[src/rtl/ahb_arb_pkg.sv]
// Shared AHB encodings and burst-length helper for the bus-matrix output-stage arbiters.
package ahb_arb_pkg;

    localparam logic [1:0] HTRANS_IDLE   = 2'b00;
    localparam logic [1:0] HTRANS_BUSY   = 2'b01;
    localparam logic [1:0] HTRANS_NONSEQ = 2'b10;
    localparam logic [1:0] HTRANS_SEQ    = 2'b11;

    localparam logic [2:0] HBURST_SINGLE = 3'b000;
    localparam logic [2:0] HBURST_INCR   = 3'b001;
    localparam logic [2:0] HBURST_WRAP4  = 3'b010;
    localparam logic [2:0] HBURST_INCR4  = 3'b011;
    localparam logic [2:0] HBURST_WRAP8  = 3'b100;
    localparam logic [2:0] HBURST_INCR8  = 3'b101;
    localparam logic [2:0] HBURST_WRAP16 = 3'b110;
    localparam logic [2:0] HBURST_INCR16 = 3'b111;

    // Beats left after the NONSEQ before the final beat; the final beat itself releases hold.
    // Undefined-length INCR is treated like a 4-beat burst.
    function automatic logic [3:0] burst_remain_init(input logic [2:0] hburst);
        case (hburst)
            HBURST_INCR16, HBURST_WRAP16:             return 4'd14;
            HBURST_INCR8,  HBURST_WRAP8:              return 4'd6;
            HBURST_INCR4,  HBURST_WRAP4, HBURST_INCR: return 4'd2;
            default:                                  return 4'd0;
        endcase
    endfunction

endpackage

[src/rtl/ahb_burst_tracker.sv]
// Tracks the beats of the current fixed-length burst and reports whether the grant must be held.
module ahb_burst_tracker
    import ahb_arb_pkg::*;
(
    input  logic       HCLK,
    input  logic       HRESETn,
    input  logic       HREADYM,
    input  logic       HSELM,
    input  logic [1:0] HTRANSM,
    input  logic [2:0] HBURSTM,
    output logic       next_hold
);

    logic [3:0] remain;
    logic [3:0] next_remain;
    logic       hold;

    always_comb begin
        next_remain = remain;
        next_hold   = hold;
        if (!HSELM) begin
            next_remain = '0;
            next_hold   = 1'b0;
        end else begin
            case (HTRANSM)
                HTRANS_IDLE: begin
                    next_remain = '0;
                    next_hold   = 1'b0;
                end
                HTRANS_BUSY: begin
                end
                HTRANS_NONSEQ: begin
                    next_remain = burst_remain_init(HBURSTM);
                    next_hold   = (HBURSTM != HBURST_SINGLE);
                end
                HTRANS_SEQ: begin
                    if (remain == '0)
                        next_hold = 1'b0;
                    else
                        next_remain = remain - 4'd1;
                end
            endcase
        end
    end

    always_ff @(posedge HCLK or negedge HRESETn) begin
        if (!HRESETn) begin
            remain <= '0;
            hold   <= 1'b0;
        end else if (HREADYM) begin
            remain <= next_remain;
            hold   <= next_hold;
        end
    end

endmodule

[src/rtl/ahb_wrr_arbiter.sv]
// Weighted round-robin arbiter for one bus-matrix output stage; grants are held across
// fixed-length bursts and locked sequences.
module ahb_wrr_arbiter
    import ahb_arb_pkg::*;
#(
    parameter int NPORTS = 4,
    parameter int PW     = 2,
    parameter int WW     = 4
) (
    input  logic                 HCLK,
    input  logic                 HRESETn,
    input  logic [NPORTS-1:0]    req,
    input  logic                 HREADYM,
    input  logic                 HSELM,
    input  logic [1:0]           HTRANSM,
    input  logic [2:0]           HBURSTM,
    input  logic                 HMASTLOCKM,
    input  logic [NPORTS*WW-1:0] weight_cfg,
    output logic [PW-1:0]        addr_in_port,
    output logic                 no_port,
    output logic [NPORTS-1:0]    grant_vec
);

    localparam logic [WW-1:0] CREDIT_ONE = WW'(1);

    if (PW != $clog2(NPORTS)) begin : g_pw_check
        $error("ahb_wrr_arbiter: PW must equal clog2(NPORTS)");
    end

    logic                next_hold;
    logic [WW-1:0]       weight [NPORTS];
    logic [WW-1:0]       credit [NPORTS];
    logic [WW-1:0]       credit_cur;
    logic [WW-1:0]       credit_after;
    logic [WW-1:0]       pick_credit;
    logic                owner_xfer;
    logic                arb_point;
    logic                keep_owner;
    logic                found;
    logic [PW-1:0]       pick;
    logic [NPORTS-1:0]   pick_onehot;

    for (genvar g = 0; g < NPORTS; g++) begin : g_weight
        assign weight[g] = weight_cfg[g*WW +: WW];
    end

    ahb_burst_tracker u_burst (
        .HCLK      (HCLK),
        .HRESETn   (HRESETn),
        .HREADYM   (HREADYM),
        .HSELM     (HSELM),
        .HTRANSM   (HTRANSM),
        .HBURSTM   (HBURSTM),
        .next_hold (next_hold)
    );

    // The keep decision uses the credit as it will be after this beat's NONSEQ is charged.
    assign credit_cur   = credit[addr_in_port];
    assign owner_xfer   = HSELM && (HTRANSM == HTRANS_NONSEQ) && !no_port;
    assign credit_after = (owner_xfer && credit_cur != '0) ? credit_cur - CREDIT_ONE : credit_cur;
    assign arb_point    = HREADYM && !HMASTLOCKM && !next_hold;
    assign keep_owner   = !no_port && req[addr_in_port] && (credit_after != '0);
    assign pick_credit  = (weight[pick] == '0) ? CREDIT_ONE : weight[pick];

    // Rotating search from the port after the owner; fixed priority from port 0 when idle.
    always_comb begin
        int base;
        int idx;
        found       = 1'b0;
        pick        = addr_in_port;
        pick_onehot = '0;
        base        = no_port ? 0 : int'(addr_in_port) + 1;
        for (int k = 0; k < NPORTS; k++) begin
            idx = (base + k) % NPORTS;
            if (!found && req[idx[PW-1:0]]) begin
                found = 1'b1;
                pick  = idx[PW-1:0];
            end
        end
        pick_onehot[pick] = 1'b1;
    end

    always_ff @(posedge HCLK or negedge HRESETn) begin
        if (!HRESETn) begin
            addr_in_port <= '0;
            no_port      <= 1'b1;
            grant_vec    <= '0;
            for (int i = 0; i < NPORTS; i++)
                credit[i] <= '0;
        end else if (HREADYM) begin
            credit[addr_in_port] <= credit_after;
            if (arb_point && !keep_owner) begin
                if (found) begin
                    addr_in_port <= pick;
                    no_port      <= 1'b0;
                    grant_vec    <= pick_onehot;
                    credit[pick] <= pick_credit;
                end else if (no_port || !HSELM) begin
                    // Nothing requesting and the slave is not selected: release the port.
                    no_port   <= 1'b1;
                    grant_vec <= '0;
                end
            end
        end
    end

`ifndef SYNTHESIS
    a_legal_port: assert property (@(posedge HCLK) disable iff (!HRESETn)
        int'(addr_in_port) < NPORTS)
        else $error("ahb_wrr_arbiter: addr_in_port %0d out of range", addr_in_port);

    a_grant_onehot: assert property (@(posedge HCLK) disable iff (!HRESETn)
        grant_vec == (no_port ? '0 : (NPORTS'(1) << addr_in_port)))
        else $error("ahb_wrr_arbiter: grant_vec %b inconsistent with addr_in_port", grant_vec);
`endif

endmodule

[config.mk]
export PLATFORM = sky130hd
export DESIGN_NAME = ahb_wrr_arbiter
export DESIGN_NICKNAME = d
export VERILOG_FILES = /design/src/rtl/ahb_arb_pkg.sv /design/src/rtl/ahb_burst_tracker.sv /design/src/rtl/ahb_wrr_arbiter.sv
export SDC_FILE = /design/constraint.sdc
export NUM_CORES = 1
export LEC_CHECK = 0
export BUFFER_PORTS_ARGS = -buffer_cell sky130_fd_sc_hd__buf_4
export CAP_MARGIN = 5
export CORE_UTILIZATION = 37
export DETAILED_ROUTE_END_ITERATION = 10
export GPL_ROUTABILITY_DRIVEN = 0
export PLACE_DENSITY = 0.68
export SYNTH_ARGS = -nofsm -noshare
export SYNTH_HDL_FRONTEND = slang
export SYNTH_SLANG_ARGS = --single-unit
[constraint.sdc]
create_clock -name HCLK -period 4.57 [get_ports HCLK]
set_input_delay 0.914 -clock HCLK [delete_from_list [all_inputs] [get_ports HCLK]]
set_output_delay 0.914 -clock HCLK [all_outputs]
set_load 0.1 [all_outputs]
==> results.md, run 1 <==
* Vias in the first global route at around 2200
* Final non-filler cell total at 399
* Vias per inst at approximately 6
* Crit share post-route at 0.844
* Final setup vio count at 0
* Min cycle time layout at 3850 ps
* Slowest CP cell: dfrtp_1
* Routed length per instance at 16.4 um
* Max cap viols at 0
* Layout area overhead at 13.6%
* P per Cell Area at 769 nW/um2
* Synth warnings at 0
* Element type at the critical path start: register
* Pin count of the biggest net entering global routing at 29
* CTS tree: yes
* Skew-Pair Late Insertion Delay at roughly 270 ps
* RSZ-0062 raised after global routing: no
* Seq cells post-synth at 28
* # Post-CTS Setup Buffers at 0
* First-pass GRT wire length at around 11000 um
* Worst path arrival time at about 4000 ps
* Sequential-to-total area share from yosys stat at 0.273
* Overall Global Routing Usage at 0.187
* I/O Buffers at 36
* Post-CTS Resized at 0
* Fill count at about 690
* Detail Route Antenna Nets at 0
* Crit path max fanout at 14
* # diodes at 0
* Placed wire-length estimate at 5100 um
* Nets at 360
* Worst path cell trace: inv_1, ha_1, or2b_1, a21o_1, and2_1, o221ai_1, nand2_1, or3_1, a21oi_4, o221ai_2
* CTS Buf Count at 3
* Worst ir drop on vdd at 0.000279 V
* Dpl cells at between 300 and 400
* Vias at between 2000 and 2500
* Placed Instance Area at about 2900 um2
* EDFF count, synth at 0
* Post-synthesis cell type count at 64
* Row Count at 30
* Share of layout cells above drive strength 1 at 0.197
* Critical path class: reg2reg
* Die Area at about 7300 um2
* CTS Hold Bufs at 0
* # DRC at 0
* Critical Path RT at approximately 4700 ps
* Final worst clock skew at between 1 and 1.5 ps
* Initial antenna violation count at 0
* Prevailing post-synth register cell: dfrtp_1
* Setup TNS at 0 ps
* Die Y at 85.4 um
* Final Max Slew Viols at 0
* Outcome: finished, final reports clean
* Max Clk Rate at roughly 260 MHz
* Max clock buf depth at 2
* Io pins at 37
* Worst Tran Pin Value at 772 ps
* CTS clk-pin slew, worst paths at roughly 100 ps
* Slew headroom at 0.485
* Slowest cell delay on critical path at roughly 700 ps
* DR iter-0 viols at roughly 240
* Crit end category: register
* Final Hold Viols at 0
* Cell area after synthesis at around 2600 um2
* Initial Util at 0.381
* Most frequent cells in the layout: 39 x buf_4, 27 x dfrtp_1, 26 x nand2_1
* Async SR Flop Fraction at 1.00
* DRT Pass-1 Iters at 4
* GRT overflow at 0
* Clock Tree Root: clkbuf_8
* Fin area at around 3000 um2
* Clk sinks at 28
* Hold WC Path Type: reg2reg
* Routed wire length at approximately 6600 um
* Core area at 6760 um2
* CTS H-tree depth at 1
* Lkg Pwr at between 1 and 1.5 nW
* Commonest non-fill, non-tap cell in the layout: buf_4
* Die X at between 80 and 90 um
* Post-Syn Nets at 335
* Synthesized area per cell at about 8.7 um2
* Synth Instances at approximately 300
critical path: cells and delay by family, from the launching register on:
kind	cells	cell delay (ps)
buf+inv	1	190
flops	1	700
compound gates	4	970
simple gates	4	1380
fa+ha+maj	1	480
synth_stat cells (2+ instances only):
cell / count / share of area
a221o_1: 4 / 0.016
o21ai_1: 2 / 0.0039
nor3b_1: 2 / 0.0058
a311oi_1: 4 / 0.014
o31ai_1: 6 / 0.017
nor3_1: 6 / 0.012
buf_2: 5 / 0.0097
and3_1: 4 / 0.0097
and2_1: 6 / 0.015
nor3_2: 3 / 0.012
a21o_1: 7 / 0.020
a21oi_1: 17 / 0.033
o311ai_0: 2 / 0.0068
ha_1: 10 / 0.049
a211oi_1: 5 / 0.015
nand3_1: 9 / 0.017
o2bb2ai_1: 3 / 0.010
mux2i_1: 6 / 0.023
nor4b_1: 3 / 0.010
o41ai_1: 3 / 0.010
a21boi_0: 6 / 0.017
mux4_2: 4 / 0.035
o221ai_2: 2 / 0.012
o31ai_4: 2 / 0.017
a22o_1: 4 / 0.014
nand2_1: 26 / 0.038
a22oi_1: 2 / 0.0058
o311ai_1: 3 / 0.010
inv_1: 23 / 0.034
o21ai_0: 12 / 0.023
xnor2_1: 3 / 0.010
nor4_1: 5 / 0.012
buf_6: 5 / 0.022
nor2_1: 20 / 0.029
clkbuf_1: 8 / 0.012
a211o_1: 2 / 0.0068
nor2b_1: 6 / 0.015
dfrtp_1: 27 / 0.26
o22ai_1: 3 / 0.0073
kinds of logic (layout without fill, tap and decap cells):
kind of cell,count (synthesis),count (layout),share of synthesized area
adder cells (fa/ha/maj),10,10,0.0486
XOR/XNOR,3,3,0.0102
AND/OR/NAND/NOR,99,99,0.202
buffers and inverters,42,66,0.0783
AO/OA/AOI/OAI,101,101,0.316
flip-flops,28,28,0.273
multiplexers,12,12,0.0729
through the flow:
stage | hold WS (ps) | utilization | setup WS [ps] | power (mW)
after global placement | 472 | 0.422 | 827 | 2.03
after detailed placement | 474 | 0.422 | 744 | 2.04
after global routing | 525 | 0.433 | 347 | 2.42
after CTS | 504 | 0.433 | 728 | 2.24
after floorplan | 467 | - | 492 | 1.73
final | 493 | 0.433 | 715 | 2.25
routing by layer:
layer | global-route usage | wire, um | vias up
met5 | 0 | 0 | -
met4 | 0.0303 | 14 | 0
met3 | 0.0302 | 369 | 2
met2 | 0.301 | 3200 | 63
met1 | 0.269 | 2970 | 1140
li1 | - | - | 1161
power by group:
part / switching [mW] / leakage, nW / total, mW / internal [mW]
clock network: 0.0797 / 0.0357 / 0.197 / 0.117
registers: 0.115 / 0.343 / 0.467 / 0.352
logic: 1.02 / 0.886 / 1.58 / 0.564
cell type report:
type,instances,area [um2],area share
Multi-Input combinational cell,225,1670,0.571
Sequential cell,28,702,0.240
Inverter,23,86.3,0.0295
Clock inverter,1,30.0,0.0103
Tap cell,80,100,0.0342
Clock buffer,3,41.3,0.0141
Timing Repair Buffer,39,293,0.100
sequential cells by signal, summed over array words and instances (netlist names):
name and flops:
no_port 1, u_burst.hold 1, credit 16, addr_in_port 2, u_burst.remain 4, grant_vec 4
worst paths after layout:
kind / start / end / slack (ps) / depth (start not counted)
worst max-delay path: addr_in_port[0] / credit[2] / 720 / 10
worst min-delay path: grant_vec[1] / grant_vec[1] / 490 / 1
worst max register to register: addr_in_port[0] / credit[2] / 720 / 10
worst min register to register: grant_vec[1] / grant_vec[1] / 490 / 1
max in group asynchronous: HRESETn / no_port / 3720 / 1
min in group asynchronous: HRESETn / u_burst.remain[2] / 530 / 1
Note: power is estimated with default switching activity, not from simulation.
==> run 2: changes to the inputs <==
clock period = 4 ns   (was 4.57 ns; I/O delays follow)
==> results.md, run 2 (synthesized netlist as in run 1, its figures left out) <==
* DR iter-0 viols at 91
* First-pass GRT wire length at between 10000 and 15000 um
* Skew-Pair Late Insertion Delay at 280 ps
* Pin count of the biggest net entering global routing at 29
* Fin area at a little under 3000 um2
* Setup TNS at 0 ps
* Outcome: finished, final reports clean
* Largest registers: credit: 16 flops, grant_vec: 4 flops, u_burst.remain: 4 flops
* Io pins at 37
* Die Y at 85.4 um
* Crit path launch: addr_in_port[1]
* FF/Latch Area at 703 um2
* Share of layout cells above drive strength 1 at 0.208
* Vias per inst at 5.92
* Max cap viols at 0
* Power Internal at 1.21 mW
* CTS tree: yes
* GRT overflow at 0
* Detail Route Antenna Nets at 0
* Switching power at roughly 1.4 mW
* Critical Path RT at roughly 4200 ps
* Placed wire-length estimate at between 5000 and 6000 um
* Core area at ~6800 um2
* DRT Pass-1 Iters at 5
* Worst ir drop on vdd at between 0.0002 and 0.0003 V
* Reg-to-reg startpoint: addr_in_port[1]
* Crit share post-route at 0.907
* Clock Tree Root: clkbuf_8
* R2r setup slk at 370 ps
* Fill count at approximately 690
* Initial Util at 0.381
* Worst Reg-to-Reg Cells at 11
* Worst Tran Pin Value at around 570 ps
* CTS Buf Count at 3
* Area of the multi-input gates at approximately 1700 um2
* Worst path arrival time at between 3000 and 4000 ps
* Initial antenna violation count at 0
* Final setup vio count at 0
* Min cycle time layout at 3630 ps
* Placed Instance Area at roughly 2900 um2
* Routed wire length at around 6600 um
* Overall Global Routing Usage at 0.182
* CTS clk-pin slew, worst paths at roughly 100 ps
* Nets at 363
* Critical path class: reg2reg
* Slowest CP cell: or3_1
* Hold WC Path Type: in2async
* Row Count at 30
* Layout area overhead at 14.5%
* Element type at the critical path start: register
* Slew headroom at 0.615
* Max reg flops at 16
* # DRC at 0
* Die Area at around 7300 um2
* Fin worst setup slack at roughly 370 ps
* # diodes at 0
* Vias in the first global route at between 2000 and 2500
* Final worst clock skew at about 3.8 ps
* Worst path cell trace: buf_4, mux4_2, inv_1, ha_1, and3_4, or4_1, a211o_1, a21o_4, or3_1, a21oi_4, o221ai_2
* Final Max Slew Viols at 0
* Comb power frac at 0.713
* Max Clk Rate at ~280 MHz
* Crit Reg-Reg Endpoint: credit[2]
* Die X at 85.4 um
* Clock group share of total power at 0.087
* Final cell utilization of the core at 0.436
* Reg power frac at 0.199
* Crit end category: register
* # Post-CTS Setup Buffers at 0
* P per Cell Area at a little under 900 nW/um2
* Crit path max fanout at 24
* Clk sinks at 28
* Commonest non-fill, non-tap cell in the layout: buf_4
* Pre-CTS setup slack at ~370 ps
* Vias at ~2400
* Lkg Pwr at around 1.3 nW
* I/O Buffers at 36
* Max clock buf depth at 2
* CTS Hold Bufs at 0
* Slowest cell delay on critical path at roughly 560 ps
* Sw frac at 0.537
* CTS H-tree depth at 1
* Largest reg by FF count: credit
* Routed length per instance at between 15 and 20 um
* CP endpoint: credit[2]
* Most frequent cells in the layout: 42 x buf_4, 26 x nand2_1, 26 x dfrtp_1
* Post-CTS Resized at 0
* RSZ-0062 raised after global routing: no
* Final Hold Viols at 0
-- run 2: cell count changes in the layout (fill, tap and decap cells not counted) --
cell | before | now
buf_4 | 39 | 42
dfrtp_1 | 27 | 26
dfrtp_2 | 0 | 1
-- run 2: area by class of cell --
type,count,share of cell area
Multi-Input combinational cell,225,0.567
Sequential cell,28,0.239
Clock buffer,3,0.0140
Clock inverter,1,0.0102
Inverter,23,0.0293
Timing Repair Buffer,42,0.107
Tap cell,80,0.0340
-- run 2: worst min path at each step --
stage / from / to / slack [ps] / depth (start not counted)
2_1_floorplan: credit[5] / credit[5] / 470 / 1
3_3_place_gp: grant_vec[0] / grant_vec[0] / 470 / 1
3_5_place_dp: grant_vec[2] / grant_vec[2] / 470 / 1
4_1_cts: HRESETn / grant_vec[3] / 430 / 1
5_1_grt: HRESETn / credit[0] / 440 / 1
6_report: HRESETn / u_burst.remain[2] / 420 / 1
-- run 2: worst max-delay path: cells and delay by family, from the launching register on --
kind	cells	cell delay [ps]
compound gates	4	1000
fa+ha+maj	1	230
buf+inv	2	280
flops	1	460
mux	1	250
simple gates	3	1260
-- run 2: power groups by stage --
stage,clock network [mW],logic [mW],registers (mW)
2_1_floorplan,0,1.30,0.685
3_3_place_gp,0,1.83,0.521
3_5_place_dp,0,1.85,0.523
4_1_cts,0.237,1.86,0.517
5_1_grt,0.247,2.04,0.534
6_report,0.229,1.87,0.521
-- run 2: metal layers --
metal	track usage	routed length, um
met4	0.0439	112
met3	0.0399	358
met1	0.247	2990
met2	0.297	3090
met5	0	0
-- run 2: per-stage QoR --
stage / std cells / power (mW) / hold slack (ps)
global route: 402 / 2.82 / 440
finish: 402 / 2.62 / 418
floorplan: 295 / 1.98 / 467
global placement: 398 / 2.35 / 468
detailed placement: 398 / 2.37 / 474
CTS: 402 / 2.61 / 430
==> run 3: changes to the inputs <==
CORE_UTILIZATION = 45   (was 37)
PLACE_DENSITY = 0.77   (was 0.68)
==> results.md, run 3 (synthesized netlist as in run 1, its figures left out) <==
* Final Max Slew Viols at 0
* GRT overflow at 0
* Detail Route Antenna Nets at 0
* Core area at between 5000 and 6000 um2
* First-pass GRT wire length at 11000 um
* Vias per inst at 6.20
* Crit path max fanout at 24
* Worst ir drop on vdd at 0.000528 V
* Pin count of the biggest net entering global routing at 29
* Worst Reg-to-Reg Cells at 10
* Worst Tran Pin Value at 637 ps
* Fin worst setup slack at between 200 and 250 ps
* Outcome: finished, final reports clean
* Largest reg by FF count: credit
* CTS Hold Bufs at 0
* Share of layout cells above drive strength 1 at 0.208
* Crit share post-route at 0.938
* Worst path cell trace: mux4_2, inv_1, ha_1, and3_4, or4_1, a211o_1, a21o_4, or3_1, a21oi_4, o22ai_1
* Final non-filler cell total at just under 400
* Most frequent cells in the layout: 42 x buf_4, 26 x dfrtp_1, 25 x nand2_1
* CTS clk-pin slew, worst paths at 90 ps
* # Post-CTS Setup Buffers at 0
* Vias at between 2000 and 2500
* Max Clk Rate at approximately 270 MHz
* CTS H-tree depth at 1
* Slew headroom at 0.570
* CTS tree: yes
* R2r setup slk at 250 ps
* Vias in the first global route at 2253
* Routed length per instance at about 17 um
* Largest registers: credit: 16 flops, grant_vec: 4 flops, u_burst.remain: 4 flops
* Die Area at ~6000 um2
* Clk sinks at 28
* Setup TNS at 0 ps
* Commonest non-fill, non-tap cell in the layout: buf_4
* Element type at the critical path start: register
* Overall Global Routing Usage at 0.226
* Reg-to-reg startpoint: addr_in_port[0]
* Final setup vio count at 0
* Slowest cell delay on critical path at 590 ps
* Clock Tree Root: clkbuf_8
* Pre-CTS setup slack at about 300 ps
* Layout area overhead at 13.2%
* Lkg Pwr at 1.27 nW
* Initial antenna violation count at 0
* P per Cell Area at around 880 nW/um2
* Worst path arrival time at around 3900 ps
* Max clock buf depth at 2
* Slowest CP cell: or3_1
* # diodes at 0
* Crit Reg-Reg Endpoint: credit[3]
* Max cap viols at 0
* Hold WC Path Type: in2async
* CTS Buf Count at 3
* Post-CTS Resized at 0
* Initial Util at 0.467
* Final Hold Viols at 0
* FF/Latch Area at about 700 um2
* Area of the multi-input gates at between 1500 and 2000 um2
* Fin area at about 2900 um2
* Critical path class: reg2reg
* Max reg flops at 16
* RSZ-0062 raised after global routing: no
* Placed Instance Area at about 2900 um2
* # DRC at 0
* DR iter-0 viols at around 200
* Dpl cells at between 300 and 400
* Nets at around 360
* Row Count at 27
* Skew-Pair Late Insertion Delay at about 270 ps
* Min cycle time layout at ~3800 ps
* Fill count at between 500 and 600
* DRT Pass-1 Iters at 4
* Critical Path RT at roughly 4100 ps
* Die Y at around 78 um
* I/O Buffers at 36
* Crit end category: register
* Placed wire-length estimate at around 5300 um
* Routed wire length at between 6000 and 7000 um
* Die X at 77.6 um
* Final worst clock skew at 3.29 ps
* Io pins at 37
==> run 3: worst max-delay path by stage <==
stage               startpoint         to  slack (ps)
6_report       addr_in_port[0]  credit[3]         250
5_1_grt        addr_in_port[0]  credit[3]          40
4_1_cts        addr_in_port[0]  credit[3]         280
3_5_place_dp   addr_in_port[0]  credit[2]         290
3_3_place_gp   addr_in_port[0]  credit[2]         350
2_1_floorplan  addr_in_port[1]  credit[2]          80
==> run 3: metrics by stage <==
step / hold WS, ps / power (mW) / util
floorplan: 467 / 1.98 / -
global placement: 466 / 2.34 / 0.520
detailed placement: 466 / 2.38 / 0.520
CTS: 441 / 2.55 / 0.529
global route: 445 / 2.74 / 0.529
finish: 432 / 2.56 / 0.529
==> run 3: worst max-delay path: cells and delay by family, from the launching register on <==
family	cells	cell delay (ps)
simple gates	3	1300
compound gates	4	1010
flops	1	550
mux	1	420
fa+ha+maj	1	230
buf+inv	1	90
==> run 3: where the power goes <==
group          internal (mW)  total (mW)  switching [mW]
logic                  0.677        1.86            1.18
clock network         0.0714       0.155          0.0840
registers              0.403       0.547           0.144
==> run 3: final cells by class <==
type / instances / share of cell area
flip-flops and latches: 28 / 0.241
multi-input cells: 225 / 0.574
inverters: 23 / 0.0296
clock buffers: 4 / 0.0155
well taps: 72 / 0.0309
repair buffers: 42 / 0.108
==> run 3: layer usage <==
layer  GRT usage  wire (um)  up-vias
met3      0.0306        427       15
met2       0.374       3320       85
met4      0.0623        131        0
met5           0          0        -
li1            -          -     1163
met1       0.306       2960     1179
